--- src/rtl/matrix_accumulate_pkg.sv ---
`default_nettype none
// ==== matrix_accumulate_pkg : shared types and sizes for the accumulate lane (rev 1.0) ====
package matrix_accumulate_pkg;

  localparam int DATA_WIDTH = 64;
  localparam int LEN_WIDTH  = 8;

  typedef enum logic [1:0] {
    IDLE   = 2'd0,
    CLEAR  = 2'd1,
    ACCUM  = 2'd2,
    RESULT = 2'd3
  } mac_state_t;

endpackage
`default_nettype wire

--- src/rtl/matrix_accumulate_controller.sv ---
`default_nettype none
// ==== matrix_accumulate_controller : clear / stream / capture sequencer for one lane (rev 1.0) ====
module matrix_accumulate_controller #(
  parameter int DATA_WIDTH = matrix_accumulate_pkg::DATA_WIDTH,
  parameter int LEN_WIDTH  = matrix_accumulate_pkg::LEN_WIDTH
) (
  input  logic                  clock,
  input  logic                  reset,
  input  logic                  start,
  input  logic [LEN_WIDTH-1:0]  cfg_len,
  input  logic                  abort,
  output logic                  busy,
  output logic                  done,
  output logic                  err_start,
  input  logic                  in_valid,
  output logic                  in_ready,
  input  logic [DATA_WIDTH-1:0] in_data,
  output logic                  acc_clear,
  output logic                  acc_enable,
  output logic [DATA_WIDTH-1:0] acc_result,
  input  logic [DATA_WIDTH-1:0] acc_out,
  output logic                  res_valid,
  input  logic                  res_ready,
  output logic [DATA_WIDTH-1:0] res_data
);
  import matrix_accumulate_pkg::*;

  mac_state_t            r_state;
  logic                  r_busy;
  logic                  r_done;
  logic                  r_err_start;
  logic                  r_in_ready;
  logic                  r_acc_clear;
  logic                  r_res_valid;
  logic [DATA_WIDTH-1:0] r_res_data;
  logic [LEN_WIDTH-1:0]  r_count;
  logic [LEN_WIDTH-1:0]  r_len;

  logic                  w_in_ready;
  logic                  w_beat;
  logic                  w_last_beat;

  // A beat offered while abort (or reset) is asserted must not be consumed.
  assign w_in_ready  = r_in_ready & ~abort & ~reset;
  assign w_beat      = in_valid & w_in_ready;
  assign w_last_beat = (r_count == (r_len - 1'b1));

  always_ff @(posedge clock) begin
    r_done      <= 1'b0;
    r_acc_clear <= 1'b0;
    if (reset) begin
      r_state     <= IDLE;
      r_busy      <= 1'b0;
      r_err_start <= 1'b0;
      r_in_ready  <= 1'b0;
      r_res_valid <= 1'b0;
      r_res_data  <= '0;
      r_count     <= '0;
      r_len       <= '0;
    end else if (abort) begin
      r_state     <= IDLE;
      r_busy      <= 1'b0;
      r_in_ready  <= 1'b0;
      r_res_valid <= 1'b0;
    end else begin
      if (start && (r_state != IDLE)) begin
        r_err_start <= 1'b1;
      end
      case (r_state)
        IDLE: begin
          if (start) begin
            r_len       <= cfg_len;
            r_err_start <= 1'b0;
            r_busy      <= 1'b1;
            if (cfg_len != '0) begin
              r_state     <= CLEAR;
              r_acc_clear <= 1'b1;
            end else begin
              // Zero-length element: report an empty sum without touching the accumulator.
              r_state     <= RESULT;
              r_res_data  <= '0;
              r_res_valid <= 1'b1;
            end
          end
        end
        CLEAR: begin
          r_state    <= ACCUM;
          r_count    <= '0;
          r_in_ready <= 1'b1;
        end
        ACCUM: begin
          if (w_beat) begin
            if (w_last_beat) begin
              // acc_out already includes this beat, so it is the final sum.
              r_res_data  <= acc_out;
              r_res_valid <= 1'b1;
              r_in_ready  <= 1'b0;
              r_state     <= RESULT;
            end else begin
              r_count <= r_count + 1'b1;
            end
          end
        end
        RESULT: begin
          if (res_ready) begin
            r_res_valid <= 1'b0;
            r_busy      <= 1'b0;
            r_done      <= 1'b1;
            r_state     <= IDLE;
          end
        end
        default: begin
          r_state <= IDLE;
        end
      endcase
    end
  end

  assign busy       = r_busy;
  assign done       = r_done;
  assign err_start  = r_err_start;
  assign in_ready   = w_in_ready;
  assign acc_clear  = r_acc_clear;
  assign acc_enable = w_beat;
  assign acc_result = in_data;
  assign res_valid  = r_res_valid;
  assign res_data   = r_res_data;

endmodule
`default_nettype wire

--- config.mk ---
export PLATFORM = sky130hd
export DESIGN_NAME = matrix_accumulate_controller
export DESIGN_NICKNAME = d
export VERILOG_FILES = /design/src/rtl/matrix_accumulate_pkg.sv /design/src/rtl/matrix_accumulate_controller.sv
export SDC_FILE = /design/constraint.sdc
export NUM_CORES = 1
export LEC_CHECK = 0
export ABC_AREA = 1
export CAP_MARGIN = 0
export CORE_MARGIN = 8
export CORE_UTILIZATION = 38
export DETAILED_ROUTE_END_ITERATION = 10
export GPL_ROUTABILITY_DRIVEN = 0
export HOLD_SLACK_MARGIN = 0.08
export PLACE_DENSITY = 0.82
export SLEW_MARGIN = 25
export SYNTH_ARGS = -nofsm -noshare
export SYNTH_HDL_FRONTEND = slang
export SYNTH_SLANG_ARGS = --single-unit
--- constraint.sdc ---
create_clock -name clock -period 2.2 [get_ports clock]
set_input_delay 0.22 -clock clock [delete_from_list [all_inputs] [get_ports clock]]
set_output_delay 0.22 -clock clock [all_outputs]
set_load 0.005 [all_outputs]
==> summary.txt, run 1 <==
Timing
  – Period utilization: 92.8%
  – Worst-Margin Slew: roughly 700 ps
  – RSZ-0062 raised after global routing: true
  – Hold Violations, Final: 0
  – Slew margin rel.: a little over half
  – Fmax: roughly 0.49 GHz
  – Clk_skew: 14.2 ps
  – Max-slew violations: 0
  – Setup-failing EPs final: 0
  – Fin crit period: 2040 ps

Critical path
  – CP max FO: 20
  – Critical path arrival: approximately 2300 ps
  – Worst EP required: around 2500 ps
  – Reg-to-reg slack, setup: 160 ps
  – Worst setup EP type: flop
  – WS Path Type: flop to flop
  – Type of origin of the critical path: flop

Synthesis
  – Gate Count Post-Synth: just over 700
  – Seq/Total Area, Yosys: 38.1%
  – Warnings from Yosys: 0
  – Net Count, Synth: ~860
  – Synth unique cells: 26
  – Synth Cell Area: between 0.004 and 0.005 mm2
  – FF+latch count, synth: 88
  – Mean post-synth cell area: roughly 6.5 um2

Routing
  – Routed Antenna Nets: 0
  – Final WL: around 13 mm
  – Iteration-0 DRC Markers: 173
  – Vias per cell: around 4.5
  – Drt wl/cell: ~13 um
  – Via count: 4270
  – Total iterations of the first detailed-routing run: 4
  – DRC errors left: 0

Clock tree
  – H-tree levels: 3
  – CTS Hold Buffers Added: 0
  – Clk_lat worst skew: roughly 350 ps
  – Clock sinks: just under 90
  – Clk root buf: clkbuf_16
  – Worst-path clk slew: 70 ps
  – CTS tree: done
  – Clock buffer depth: 2
  – CTS Buf Count: 9

Finish
  – Layout area overhead: 35.2%
  – Antenna cells: 0
  – Final Net Count: about 940
  – Post-route cell area: 0.00625 mm2
  – Layout cells sized above 1: around 6.6%
  – Post-Layout Cell Count: between 900 and 1000

Floorplanning
  – Core area: roughly 0.012 mm2
  – # rows: 40
  – Die ar.: around 0.016 mm2
  – Die X: 126 um
  – Initial Utilization: about two fifths
  – Ports: ~280
  – Die Y: around 130 um

Pwr
  – Seq pwr share: a little over two fifths
  – VDD IR max: roughly 390 uV
  – Int Pwr: 3.00 mW
  – LEAKAGE: 2.48 nW
  – Sw Ratio: 24.5%
  – Clock power share: 41.6%
  – Cell Pwr Density: between 600 and 700 mW/mm2
  – Psw: approximately 1 mW
  – Combinational power share: between 10% and 20%

Run
  – Max-cap viol count: 0

Hold path
  – HP Class: input pin to output port

GRT
  – Overall Global Routing Usage: between 10% and 20%
  – Vias in the first global route: ~3900
  – Initial antenna violation count: 1
  – Largest net degree at the start of global routing: 68
  – Total gr overflow: 0
  – Global-route wire length before repair: between 15 and 20 mm

Status
  – Status: finished clean

Place
  – Input/output buffers: roughly 150
  – Placed cell count: 927
  – DP Area: 0.00577 mm2
  – Final HPWL DP: just under 9 mm
==> stage by stage <==
stage	total power [mW]	hold WS, ps	utilization (%)	TNS [ps]	setup slack (ps)
2_1_floorplan	2.11	289	-	0	261
3_3_place_gp	2.32	440	48.2	0	128
3_5_place_dp	2.33	440	48.2	0	82.8
4_1_cts	3.99	440	50.9	0	62.4
5_1_grt	4.16	440	52.2	-53.8	-53.8
6_report	3.98	440	52.2	0	159
==> kinds of logic (layout without fill, tap and decap cells) <==
logic type	after synthesis	count (layout)	synth area share, %
XOR/XNOR	8	8	1.52
flip-flops	88	88	38.1
AO/OA/AOI/OAI	25	25	3.00
buffers and inverters	138	228	18.0
adder cells (fa/ha/maj)	6	6	1.62
AND/OR/NAND/NOR	446	446	37.7
==> worst max-delay path, cell delays in order, from the launching register on <==
cell,delay [ps]
dfxtp_2,340
inv_2,60
ha_1,300
nand2_1,70
inv_1,30
nor2_1,70
nand2_1,50
nor2_1,100
nand2_1,50
nor2_1,80
nand3_1,90
nand2_2,100
nand2_4,90
clkinv_2,130
clkbuf_16,200
nor2_1,60
nor2_1,140
==> power by group through the flow <==
stage	Clock [mW]	Combinational, mW	Sequential, mW
2_1_floorplan	0	0.378	1.73
3_3_place_gp	0	0.592	1.73
3_5_place_dp	0	0.597	1.73
4_1_cts	1.70	0.602	1.70
5_1_grt	1.76	0.694	1.70
6_report	1.66	0.626	1.70
==> synthesized netlist by cell type <==
library cell	count	area share [%]
nor3_2	2	0.43
xnor2_1	4	0.76
nor3_1	1	0.11
nor3b_1	2	0.32
ha_1	6	1.6
a21oi_1	11	1.2
a211oi_1	1	0.16
inv_1	35	2.8
clkinv_1	1	0.081
nand2_1	238	19
o21ai_0	3	0.32
dfxtp_1	88	38
o21ai_1	1	0.11
o22ai_1	8	1.1
inv_2	6	0.49
nand4_1	5	0.68
xor2_1	4	0.76
buf_6	8	1.9
or2_1	1	0.14
nand3_1	21	2.3
buf_2	6	0.65
a31oi_1	1	0.14
clkbuf_1	16	1.3
nor2_1	173	14
buf_4	66	11
nand2_2	3	0.41
==> final timing paths <==
kind	cells past startpoint	startpoint	endpoint
max reg2reg	16	r_len[0]	res_data[25]
min reg2reg	2	r_in_ready	r_in_ready
max	16	r_len[0]	res_data[25]
min	0	in_data[18]	acc_result[18]
==> flip-flops by register name, indices dropped and copies added (netlist names), named ones only <==
name / cells
res_data: 64
r_count: 8
r_len: 8
r_state: 2
acc_clear: 1
busy: 1
done: 1
r_in_ready: 1
res_valid: 1
==> cell usage in the layout, fill, tap and decap left out, types with 3 or more instances in the layout <==
cell	n
nand2_2	4
clkinvlp_4	3
nand2_1	235
o21ai_0	3
buf_4	13
nor2_1	173
buf_12	4
inv_2	5
nand3_1	21
clkdlybuf4s50_1	148
xnor2_1	4
o22ai_1	8
dfxtp_1	87
nand4_1	5
xor2_1	4
inv_1	35
clkbuf_16	13
a21oi_1	11
ha_1	5
==> what timing repair did <==
| item | in CTS | in global routing |
|---|---|---|
| endpoints found under the setup margin | 0 | 71 |
| gates resized for setup | 0 | 16 |
| setup buffers | 0 | 0 |
==> area by class of cell <==
cell class	count	area, um2
Timing Repair Buffer	169	1760
Clock buffer	10	229
Fill cell	1137	5710
Clock inverter	6	91.3
Timing Repair inverter	1	5.00
Inverter	42	170
Multi-Input combinational cell	485	2050
Tap cell	147	184
Sequential cell	88	1760
==> metal layers <==
layer | vias to the layer above | GRT usage [%] | wire length [um] | part of all wire [%]
met5 | - | 0 | 13 | 0.10
met4 | 2 | 5.94 | 292 | 2.3
met3 | 33 | 8.80 | 1270 | 10
met2 | 144 | 23.1 | 5770 | 46
met1 | 1833 | 16.0 | 5200 | 41
li1 | 2258 | - | - | -
Power figures use the tool's default switching activity.
==> run 2, diff against run 1 <==
- GPL_ROUTABILITY_DRIVEN: 0 -> not set
==> results of run 2 <==
No change in the layout: final DEF, timing and power equal those of run 1.
==> run 3, diff against run 2 <==
- TNS_END_PERCENT: not set -> 100
==> results of run 3 <==
No change in the layout: final DEF, timing and power equal those of run 1.
==> edit, RTL diff (flow settings as in run 3) <==
Encoding of `mac_state_t`: now one-hot (4 bits for 4 states).
--- a/src/rtl/matrix_accumulate_pkg.sv
+++ b/src/rtl/matrix_accumulate_pkg.sv
@@ -5,11 +5,11 @@
   localparam int DATA_WIDTH = 64;
   localparam int LEN_WIDTH  = 8;
 
-  typedef enum logic [1:0] {
-    IDLE   = 2'd0,
-    CLEAR  = 2'd1,
-    ACCUM  = 2'd2,
-    RESULT = 2'd3
+  typedef enum logic [3:0] {
+    IDLE   = 4'b0001,
+    CLEAR  = 4'b0010,
+    ACCUM  = 4'b0100,
+    RESULT = 4'b1000
   } mac_state_t;
 
 endpackage
Function: same outputs for any inputs over 4 cycles, from zero or initial values and one cycle with reset high; so few cycles prove little.
==> edit against run 3 <==
Synthesized area is 7.6% lower. Final area is 8.1% lower. Sequential cell count is 2 higher. Setup slack better by 0.014 ns. Total power is 21% lower. Die area is 6.7% lower. Critical path depth is 4 lower. Largest power group unchanged. Synthesized cell count is 19% lower. Utilization is 0.50 points higher. Critical path type unchanged. Routed wire length is 3.4% higher. Hold slack worse by 0.23 ns. Highest routed layer is now met4. Sequential power is 2% lower.
==> edit: results <==
[worst_hold_path]
holdCritPathClass = "in2reg"
worstHoldStart = "reset"
whs_endpoint = "r_state[3]$_SDFFE_PP0P_"
hold_depth = 4

[placed_design]
dp_hpwl_um = 9130
placed_cell_area_um2 = 5420
portBuffers = 148
numPlacedInstances = 778
gp_congestion = 0.784
dpl_worst_slack_ns = -0.0186

[global_route]
met3_usage_pct = 4.95
grt_use_met1_pct = 17.6
grt_usage_pct = 16.4
grt_max_degree = 74
grtUsageMet2_pct = 27.8
antenna_found_initial = 0
grt_first_pass_wirelength_um = 19800

[synth]
syn_avg_cell_area_um2 = 7.44
synthAdderAreaFrac_pct = 0.586
synthXorXnorAreaFrac_pct = 2.05
synth-compound-area-share_pct = 11.1
netlist_top_cells_count = "125 x nand2_1, 90 x dfxtp_1, 84 x nand3_1"
synthTopCellsByArea = "dfxtp_1 42%, buf_4 12%, nand2_1 11%"
synth_seq_area_share_pct = 42.2
synth.distinct_cells = 29
syn-num-nets = 718

[status]
status = "completed"

[worst_setup_path]
worst-r2r-setup-slack_ns = 0.17
cp_max_fo = 28
crit_start = "r_state[0]$_SDFFE_PP1P_"
r2r_end = "res_data[51]$_SDFFE_PP0P_"
arrival_ns = 2.23
worstRegToRegCells = 12
cp_slowest_cell = "dfxtp_1"

[detailed_routing]
drt_wl_total_um = 13000
vias = 4046
first_pass_iters = 4
drt-initial-drc-count = 243
viasPerCell = 5.06

[power]
leakagePower_nw = 2.06
p_switching_w = 0.000788
ir_drop_v = 0.000353

[final_layout]
utilization_pct = 52.7
nFillCells = 1036
nets = 798
largest_reg_flops = 64
drive_gt1_share_pct = 8.04
antennaDiodeCount = 0

[sta]
skew_ns = 0.0122
fin_tns_setup_ns = 0
fin_crit_ns = 2.03
tightest_slew_ns = 0.785
holdWs_ns = 0.215

[clocking]
cts-root-buf = "clkbuf_8"
clk_pin_slew_ns = 0.10
[edit: cell types whose count changed in the layout (fill, tap and decap cells not counted), sizes merged, moves of 3 or more]
cell    before  now
nand2      241  127
nor2       173   28
a21oi       11   76
nand3       21   84
ha           6    2
xor2         4    7
clkbuf      14   11
inv         41   35
[edit: layer usage]
| metal | vias up | wire length (µm) |
|---|---|---|
| met2 | 166 | 6400 |
| met4 | 0 | 435 |
| met5 | - | 0 |
| met1 | 1866 | 5130 |
| li1 | 1969 | - |
| met3 | 45 | 1020 |
[edit: what timing repair did]
action / 4_1_cts / 5_1_grt
gates resized for setup: 4 / 8
cloned: 1 / 1
buffers inserted: 0 / 3
hold buffers: 0 / 0
pin swaps: 0 / 3
setup endpoints to repair: 20 / 73
[edit: cell families after synthesis]
kind of cell,Yosys count
XOR/XNOR,10
AND/OR/NAND/NOR,251
buffers and inverters,131
adder cells (fa/ha/maj),2
AO/OA/AOI/OAI,90
flip-flops,90
[edit: cell type report]
cell class                 instances  area share (%)
timing repair buffer             163            29.4
inverter                          37            2.42
sequential                        90            31.4
clock inverter                     6            1.18
multi-input combinational        353            30.3
clock buffer                      10            2.22
tap                              140            3.05
[edit: power by group through the flow]
stage	clock [W]	combinational, W	sequential (W)
CTS	0.00117	0.000350	0.00166
global route	0.00125	0.000396	0.00166
floorplan	0	0.000249	0.00169
global placement	0	0.000336	0.00170
finish	0.00113	0.000362	0.00166
detailed placement	0	0.000346	0.00170
[edit: tightest hold or removal path: cells and delay by family]
family                 cells  cell delay [ns]
buffers and inverters      1             0.10
AO/OA/AOI/OAI              1             0.03
AND/OR/NAND/NOR            2             0.18
